**src/rtl/merger_input_reader.sv**
```systemverilog
// -----------------------------------------------------------------------------
// merger_input_reader
//
// Memory-to-stream reader for the sorter datapath. On i_start it captures a
// start address and a chunk length, reads that many consecutive words from a
// synchronous single-port buffer memory (one cycle read latency) and emits
// them in address order on an AXI-stream style master port with full
// backpressure. Reads are throttled so that buffered words plus reads still
// in flight never exceed the 3-entry output FIFO.
//
// Optional feature macro: MERGER_READER_TLAST_EN
//   defined   : o_output_data_tlast marks the final beat of every chunk
//   undefined : o_output_data_tlast is held 0
//
// Ports
//   i_clock               clock, rising edge
//   i_reset_n             asynchronous active-low reset
//   i_start               single-cycle request, sampled only when idle
//   i_start_addr          first address of the chunk (captured with i_start)
//   i_chunk_size          number of words in the chunk (captured with i_start)
//   o_read_addr           memory read address
//   o_read_enable         memory read strobe
//   i_read_data           memory data, valid one cycle after o_read_enable
//   o_output_data_data    stream data
//   o_output_data_valid   stream valid
//   o_output_data_tlast   stream last-beat marker
//   i_output_data_ready   stream ready from the consumer
//   o_busy                high while a chunk is being read / drained
//   o_readback_done       one-cycle pulse at the end of each chunk
// -----------------------------------------------------------------------------
module merger_input_reader #(
  parameter int DATA_WIDTH = 32,
  parameter int ADDR_WIDTH = 16
) (
  input  logic                  i_clock,
  input  logic                  i_reset_n,
  input  logic                  i_start,
  input  logic [ADDR_WIDTH-1:0] i_start_addr,
  input  logic [ADDR_WIDTH-1:0] i_chunk_size,
  output logic [ADDR_WIDTH-1:0] o_read_addr,
  output logic                  o_read_enable,
  input  logic [DATA_WIDTH-1:0] i_read_data,
  output logic [DATA_WIDTH-1:0] o_output_data_data,
  output logic                  o_output_data_valid,
  output logic                  o_output_data_tlast,
  input  logic                  i_output_data_ready,
  output logic                  o_busy,
  output logic                  o_readback_done
);

  typedef enum logic [1:0] {
    ST_IDLE     = 2'd0,
    ST_READING  = 2'd1,
    ST_DRAINING = 2'd2,
    ST_DONE     = 2'd3
  } state_t;

  localparam logic [ADDR_WIDTH-1:0] ADDR_ONE  = ADDR_WIDTH'(1);
  localparam logic [ADDR_WIDTH-1:0] ADDR_ZERO = ADDR_WIDTH'(0);

  // Control state
  state_t                r_state;
  state_t                w_state_nxt;
  logic [ADDR_WIDTH-1:0] r_chunk_size;
  logic [ADDR_WIDTH-1:0] r_issued;
  logic [ADDR_WIDTH-1:0] r_next_addr;
  logic                  w_issue;
  logic                  w_capture;
  logic [ADDR_WIDTH-1:0] w_base_addr;
  logic [ADDR_WIDTH-1:0] w_base_issued;

  // Credit = FIFO occupancy + reads whose data has not yet reached the FIFO
  logic [1:0]            r_credit;
  logic [1:0]            w_credit_after_pop;
  logic [1:0]            w_credit_nxt;

  // Read pipeline: r_read_enable is the address phase, r_data_phase marks
  // the cycle in which i_read_data carries the corresponding word.
  logic [ADDR_WIDTH-1:0] r_read_addr;
  logic                  r_read_enable;
  logic                  r_data_phase;

  // Output FIFO, entry 0 is always the head
  logic [DATA_WIDTH-1:0] r_fifo_data [3];
  logic [DATA_WIDTH-1:0] w_fifo_data_nxt [3];
  logic [1:0]            r_fifo_cnt;
  logic [1:0]            w_fifo_cnt_nxt;
  logic [1:0]            w_wr_idx;
  logic                  r_valid;
  logic                  w_pop;

  logic                  r_busy;
  logic                  r_done;

`ifdef MERGER_READER_TLAST_EN
  logic [ADDR_WIDTH-1:0] w_size;
  logic                  r_read_last;
  logic                  r_data_last;
  logic [2:0]            r_fifo_last;
  logic [2:0]            w_fifo_last_nxt;
  logic                  r_tlast;
`endif

  assign w_pop              = r_valid & i_output_data_ready;
  assign w_credit_after_pop = r_credit - {1'b0, w_pop};
  assign w_credit_nxt       = w_credit_after_pop + {1'b0, w_issue};

  // While idle the request inputs are used directly so the first read can be
  // issued in the cycle right after the accepting edge.
  assign w_base_addr   = w_capture ? i_start_addr : r_next_addr;
  assign w_base_issued = w_capture ? ADDR_ZERO    : r_issued;

  // Next-state, read-issue and capture decisions
  always_comb begin
    w_state_nxt = r_state;
    w_issue     = 1'b0;
    w_capture   = 1'b0;
    case (r_state)
      ST_IDLE: begin
        if (i_start) begin
          w_capture = 1'b1;
          if (i_chunk_size == ADDR_ZERO) begin
            w_state_nxt = ST_DONE;
          end else begin
            // Nothing is buffered or in flight when idle.
            w_issue     = 1'b1;
            w_state_nxt = ST_READING;
          end
        end else begin
          w_state_nxt = ST_IDLE;
        end
      end
      ST_READING: begin
        if (r_issued == r_chunk_size) begin
          w_state_nxt = ST_DRAINING;
        end else if (w_credit_after_pop <= 2'd2) begin
          w_issue = 1'b1;
        end else begin
          w_issue = 1'b0;
        end
      end
      ST_DRAINING: begin
        // Only the head word remains and it leaves this cycle.
        if (w_pop && (r_credit == 2'd1)) begin
          w_state_nxt = ST_DONE;
        end else begin
          w_state_nxt = ST_DRAINING;
        end
      end
      ST_DONE: begin
        w_state_nxt = ST_IDLE;
      end
      default: begin
        w_state_nxt = ST_IDLE;
      end
    endcase
  end

  // FIFO next contents: pop shifts toward the head, the returning word lands
  // behind whatever remains after the pop.
  always_comb begin
    w_fifo_data_nxt = r_fifo_data;
    w_fifo_cnt_nxt  = r_fifo_cnt;
    w_wr_idx        = r_fifo_cnt - {1'b0, w_pop};
`ifdef MERGER_READER_TLAST_EN
    w_fifo_last_nxt = r_fifo_last;
`endif
    if (w_pop) begin
      w_fifo_data_nxt[0] = r_fifo_data[1];
      w_fifo_data_nxt[1] = r_fifo_data[2];
      w_fifo_cnt_nxt     = w_wr_idx;
`ifdef MERGER_READER_TLAST_EN
      w_fifo_last_nxt    = {1'b0, r_fifo_last[2:1]};
`endif
    end else begin
      w_fifo_cnt_nxt = r_fifo_cnt;
    end
    if (r_data_phase) begin
      case (w_wr_idx)
        2'd0:    w_fifo_data_nxt[0] = i_read_data;
        2'd1:    w_fifo_data_nxt[1] = i_read_data;
        2'd2:    w_fifo_data_nxt[2] = i_read_data;
        default: w_fifo_data_nxt[2] = i_read_data;
      endcase
`ifdef MERGER_READER_TLAST_EN
      case (w_wr_idx)
        2'd0:    w_fifo_last_nxt[0] = r_data_last;
        2'd1:    w_fifo_last_nxt[1] = r_data_last;
        2'd2:    w_fifo_last_nxt[2] = r_data_last;
        default: w_fifo_last_nxt[2] = r_data_last;
      endcase
`endif
      w_fifo_cnt_nxt = w_wr_idx + 2'd1;
    end else begin
      w_fifo_cnt_nxt = w_fifo_cnt_nxt;
    end
  end

`ifdef MERGER_READER_TLAST_EN
  assign w_size = w_capture ? i_chunk_size : r_chunk_size;
`endif

  // Control and read-pipeline registers
  always_ff @(posedge i_clock or negedge i_reset_n) begin
    if (!i_reset_n) begin
      r_state       <= ST_IDLE;
      r_chunk_size  <= ADDR_ZERO;
      r_issued      <= ADDR_ZERO;
      r_next_addr   <= ADDR_ZERO;
      r_credit      <= 2'd0;
      r_read_addr   <= ADDR_ZERO;
      r_read_enable <= 1'b0;
      r_data_phase  <= 1'b0;
      r_busy        <= 1'b0;
      r_done        <= 1'b0;
    end else begin
      r_state       <= w_state_nxt;
      if (w_capture) begin
        r_chunk_size <= i_chunk_size;
      end
      r_issued      <= w_base_issued + (w_issue ? ADDR_ONE : ADDR_ZERO);
      r_next_addr   <= w_base_addr + (w_issue ? ADDR_ONE : ADDR_ZERO);
      r_credit      <= w_credit_nxt;
      if (w_issue) begin
        r_read_addr <= w_base_addr;
      end
      r_read_enable <= w_issue;
      r_data_phase  <= r_read_enable;
      r_busy        <= (w_state_nxt == ST_READING) || (w_state_nxt == ST_DRAINING);
      r_done        <= (w_state_nxt == ST_DONE);
    end
  end

  // Output FIFO registers
  always_ff @(posedge i_clock or negedge i_reset_n) begin
    if (!i_reset_n) begin
      r_fifo_data <= '{default: '0};
      r_fifo_cnt  <= 2'd0;
      r_valid     <= 1'b0;
    end else begin
      r_fifo_data <= w_fifo_data_nxt;
      r_fifo_cnt  <= w_fifo_cnt_nxt;
      r_valid     <= (w_fifo_cnt_nxt != 2'd0);
    end
  end

`ifdef MERGER_READER_TLAST_EN
  // Last-word marker travelling alongside each read through the pipeline
  always_ff @(posedge i_clock or negedge i_reset_n) begin
    if (!i_reset_n) begin
      r_read_last <= 1'b0;
      r_data_last <= 1'b0;
      r_fifo_last <= 3'b000;
      r_tlast     <= 1'b0;
    end else begin
      r_read_last <= w_issue && ((w_base_issued + ADDR_ONE) == w_size);
      r_data_last <= r_read_last;
      r_fifo_last <= w_fifo_last_nxt;
      r_tlast     <= w_fifo_last_nxt[0] && (w_fifo_cnt_nxt != 2'd0);
    end
  end

  assign o_output_data_tlast = r_tlast;
`else
  assign o_output_data_tlast = 1'b0;
`endif

  assign o_read_addr         = r_read_addr;
  assign o_read_enable       = r_read_enable;
  assign o_output_data_data  = r_fifo_data[0];
  assign o_output_data_valid = r_valid;
  assign o_busy              = r_busy;
  assign o_readback_done     = r_done;

endmodule

```
**config.mk**
```make
export PLATFORM = sky130hd
export DESIGN_NAME = merger_input_reader
export DESIGN_NICKNAME = d
export VERILOG_FILES = /design/src/rtl/merger_input_reader.sv
export SDC_FILE = /design/constraint.sdc
export NUM_CORES = 1
export LEC_CHECK = 0
export CORE_MARGIN = 10
export CORE_UTILIZATION = 45
export DETAILED_ROUTE_END_ITERATION = 16
export PLACE_DENSITY = 0.68
export SYNTH_ARGS = -nofsm -noshare
export SYNTH_HDL_FRONTEND = slang
export SYNTH_SLANG_ARGS = --single-unit
```
**constraint.sdc**
```tcl
create_clock -name i_clock -period 9.13 [get_ports i_clock]
set_clock_uncertainty 0.15 [all_clocks]
set_input_delay 1.3695 -clock i_clock [delete_from_list [all_inputs] [get_ports i_clock]]
set_output_delay 1.3695 -clock i_clock [all_outputs]
set_load 0.02 [all_outputs]
```
==> impl_metrics.json <==
{
  "status": "finished clean",
  "layout-drive-gt1-share_pct": 10.2,
  "numCtsBuffers": 17,
  "fin_nets": 897,
  "mappedNetlistNets": 821,
  "cts.sinks": 171,
  "async_reset_ff_share_pct": 100,
  "avgSynthCellArea_um2": 10.8,
  "timing.max_cap.violations": 0,
  "die_x_um": 154,
  "cp.required_ns": 9.28,
  "power_leakage_nw": 4.21,
  "root_buffer": "clkbuf_16",
  "num_antenna_cells": 0,
  "slew_violations": 0,
  "port_buffers": 119,
  "vias_per_cell": 5.15,
  "synth_common_cells": "dfrtp_1, nand2_1, mux2i_1",
  "power_density_nw_per_um2": 356,
  "num-fill-cells": 1485,
  "drt-wirelength-per-cell_um": 16.8,
  "fin_crit_ns": 4.26,
  "ys_top_cells_by_area": "dfrtp_1, mux2i_1, nand2_1",
  "path_clk_slew_ns": 0.07,
  "grt_pass1_wl_um": 29900,
  "antenna_found_initial": 0,
  "synth-edff-count": 0,
  "worstMarginPinSlew_ns": 1.10,
  "dr.pass1.iters": 4,
  "hpwlAfterDp_um": 12300,
  "peakVddDrop_mv": 0.185,
  "total_power_mw": 3.45,
  "synth_top_area_cell": "dfrtp_1",
  "synthCells": 743,
  "end_kind": "register",
  "final_antenna_net_count": 0,
  "crit_path_max_fanout": 19,
  "fin_tns_setup_ns": 0,
  "fmax_mhz": 235,
  "clk_latency_ns": 0.42,
  "place_ws_ns": 4.47,
  "slew-limit-headroom_pct": 26.4,
  "start_util_pct": 46.1,
  "clock_path_buffers": 2,
  "rsz0062_at_grt": "false",
  "stdcell_count": 1057,
  "grt_usage_pct": 15.1,
  "rows": 48,
  "ios": 121,
  "yosysMostFrequentCell": "dfrtp_1",
  "drc": 0,
  "ff2ff_setup_slack_ns": 5.83,
  "dieArea_um2": 23600,
  "grt_pass1_vias": 6017,
  "wl_um": 17700,
  "num_vias": 5446,
  "synth-main-ff-cell": "dfrtp_1",
  "post-route-util_pct": 55.5,
  "final_hold_viol_count": 0,
  "fp.coreArea_um2": 17400,
  "setup_slack_ns": 4.87,
  "grt_overflow": 0,
  "yosysUniqueCellTypes": 38,
  "synth_area_um2": 8030,
  "ys_ff_latch": 171,
  "min_path_type": "register to register",
  "worstPathArrival_ns": 4.40,
  "synth_top_area_share_pct": 53.3,
  "syn2layout_area_growth_pct": 20.4,
  "finalWeightedCongestion": 0.801,
  "finalSetupViolCount": 0,
  "cts_setup_buffers": 0,
  "cts_hold_buf": 0,
  "die_y_um": 154,
  "seqCellArea_um2": 4280,
  "dp_cells": 1025,
  "worstSetupStartpointType": "input port",
  "multi_input_area_um2": 3260,
  "critical_path_class": "input port to register",
  "drt_iter0_drc": 404,
  "fin_crit_sh_pct": 46.6,
  "yosysWarnings": 0,
  "cts_tree": "done",
  "ctsResizeCount": 0,
  "htreeDepth": 4,
  "yosysSeqAreaShare_pct": 53.3,
  "grt_max_degree": 108
}
placed cells by master, fill, tap and decap left out, drive strengths merged, types with 7 or more instances in the layout:
| master | count |
|---|---|
| buf | 7 |
| nand4 | 10 |
| inv | 21 |
| o21ai | 71 |
| dfrtp | 171 |
| nand2 | 145 |
| xor2 | 36 |
| nor4 | 9 |
| ha | 10 |
| mux2 | 38 |
| clkdlybuf4s50 | 118 |
| nand3 | 17 |
| clkbuf | 20 |
| nor2 | 17 |
| mux2i | 87 |
| xnor2 | 12 |
kinds of logic after synthesis:
| group | share of synthesized area, % |
|---|---|
| AND/OR/NAND/NOR | 12.4 |
| flip-flops | 53.3 |
| multiplexers | 16.2 |
| buffers and inverters | 6.21 |
| AO/OA/AOI/OAI | 5.12 |
| XOR/XNOR | 5.23 |
| adder cells (fa/ha/maj) | 1.56 |
| other | 0.0467 |
report_power, final:
group / total [mW] / switching [mW] / internal (mW)
logic: 1.44 / 0.751 / 0.689
registers: 1.35 / 0.217 / 1.13
clock network: 0.657 / 0.300 / 0.357
per-stage QoR:
step                      instance area (um^2)  hold WS (ns)
after floorplan                           8030         0.316
after global placement                    9130         0.221
after detailed placement                  9130         0.209
after CTS                                 9670         0.229
after global routing                      9670         0.238
final                                     9670         0.232
metal layers:
metal | GRT usage [%] | wire length (um) | vias up
li1 | - | - | 2622
met1 | 17.8 | 7590 | 2730
met2 | 26.6 | 9290 | 83
met3 | 3.77 | 657 | 11
met4 | 4.59 | 185 | 0
met5 | 0 | 0 | -
worst paths after layout:
kind                                      from                     end  cells after the start
setup / recovery           i_output_data_ready         r_next_addr[15]                     13
max in group asynchronous            i_reset_n  o_output_data_data[22]                      2
hold reg to reg                  o_read_enable            r_data_phase                      0
hold / removal                   o_read_enable            r_data_phase                      0
min in group asynchronous            i_reset_n         o_read_addr[10]                      1
setup reg to reg           o_output_data_valid         r_next_addr[15]                     12
sequential cells by signal, indices dropped and copies added (netlist names):
register             count
o_read_enable            1
r_chunk_size            16
o_read_addr             16
r_data_phase             1
r_next_addr             16
r_state                  2
o_readback_done          1
o_output_data_valid      1
r_issued                16
r_fifo_cnt               2
r_credit                 2
o_busy                   1
o_output_data_data      32
r_fifo_data             64
worst max-delay path: stages:
cell,delay [ns]
clkdlybuf4s50_1,0.41
nand2_1,0.17
clkinv_2,0.12
ha_1,0.20
xnor2_1,0.23
or2_2,0.15
a32o_1,0.20
buf_4,0.32
ha_1,0.26
nand4_1,0.13
o22ai_1,0.47
nand4_1,0.19
xor2_1,0.17
area by class of cell:
| cell class | count | area share (%) |
|---|---|---|
| flip-flops and latches | 171 | 44.2 |
| clock inverters | 12 | 0.944 |
| repair buffers | 125 | 12.8 |
| clock buffers | 20 | 4.62 |
| well taps | 225 | 2.91 |
| inverters | 19 | 0.750 |
| multi-input cells | 485 | 33.7 |
Note: power is estimated with default switching activity, not from simulation.
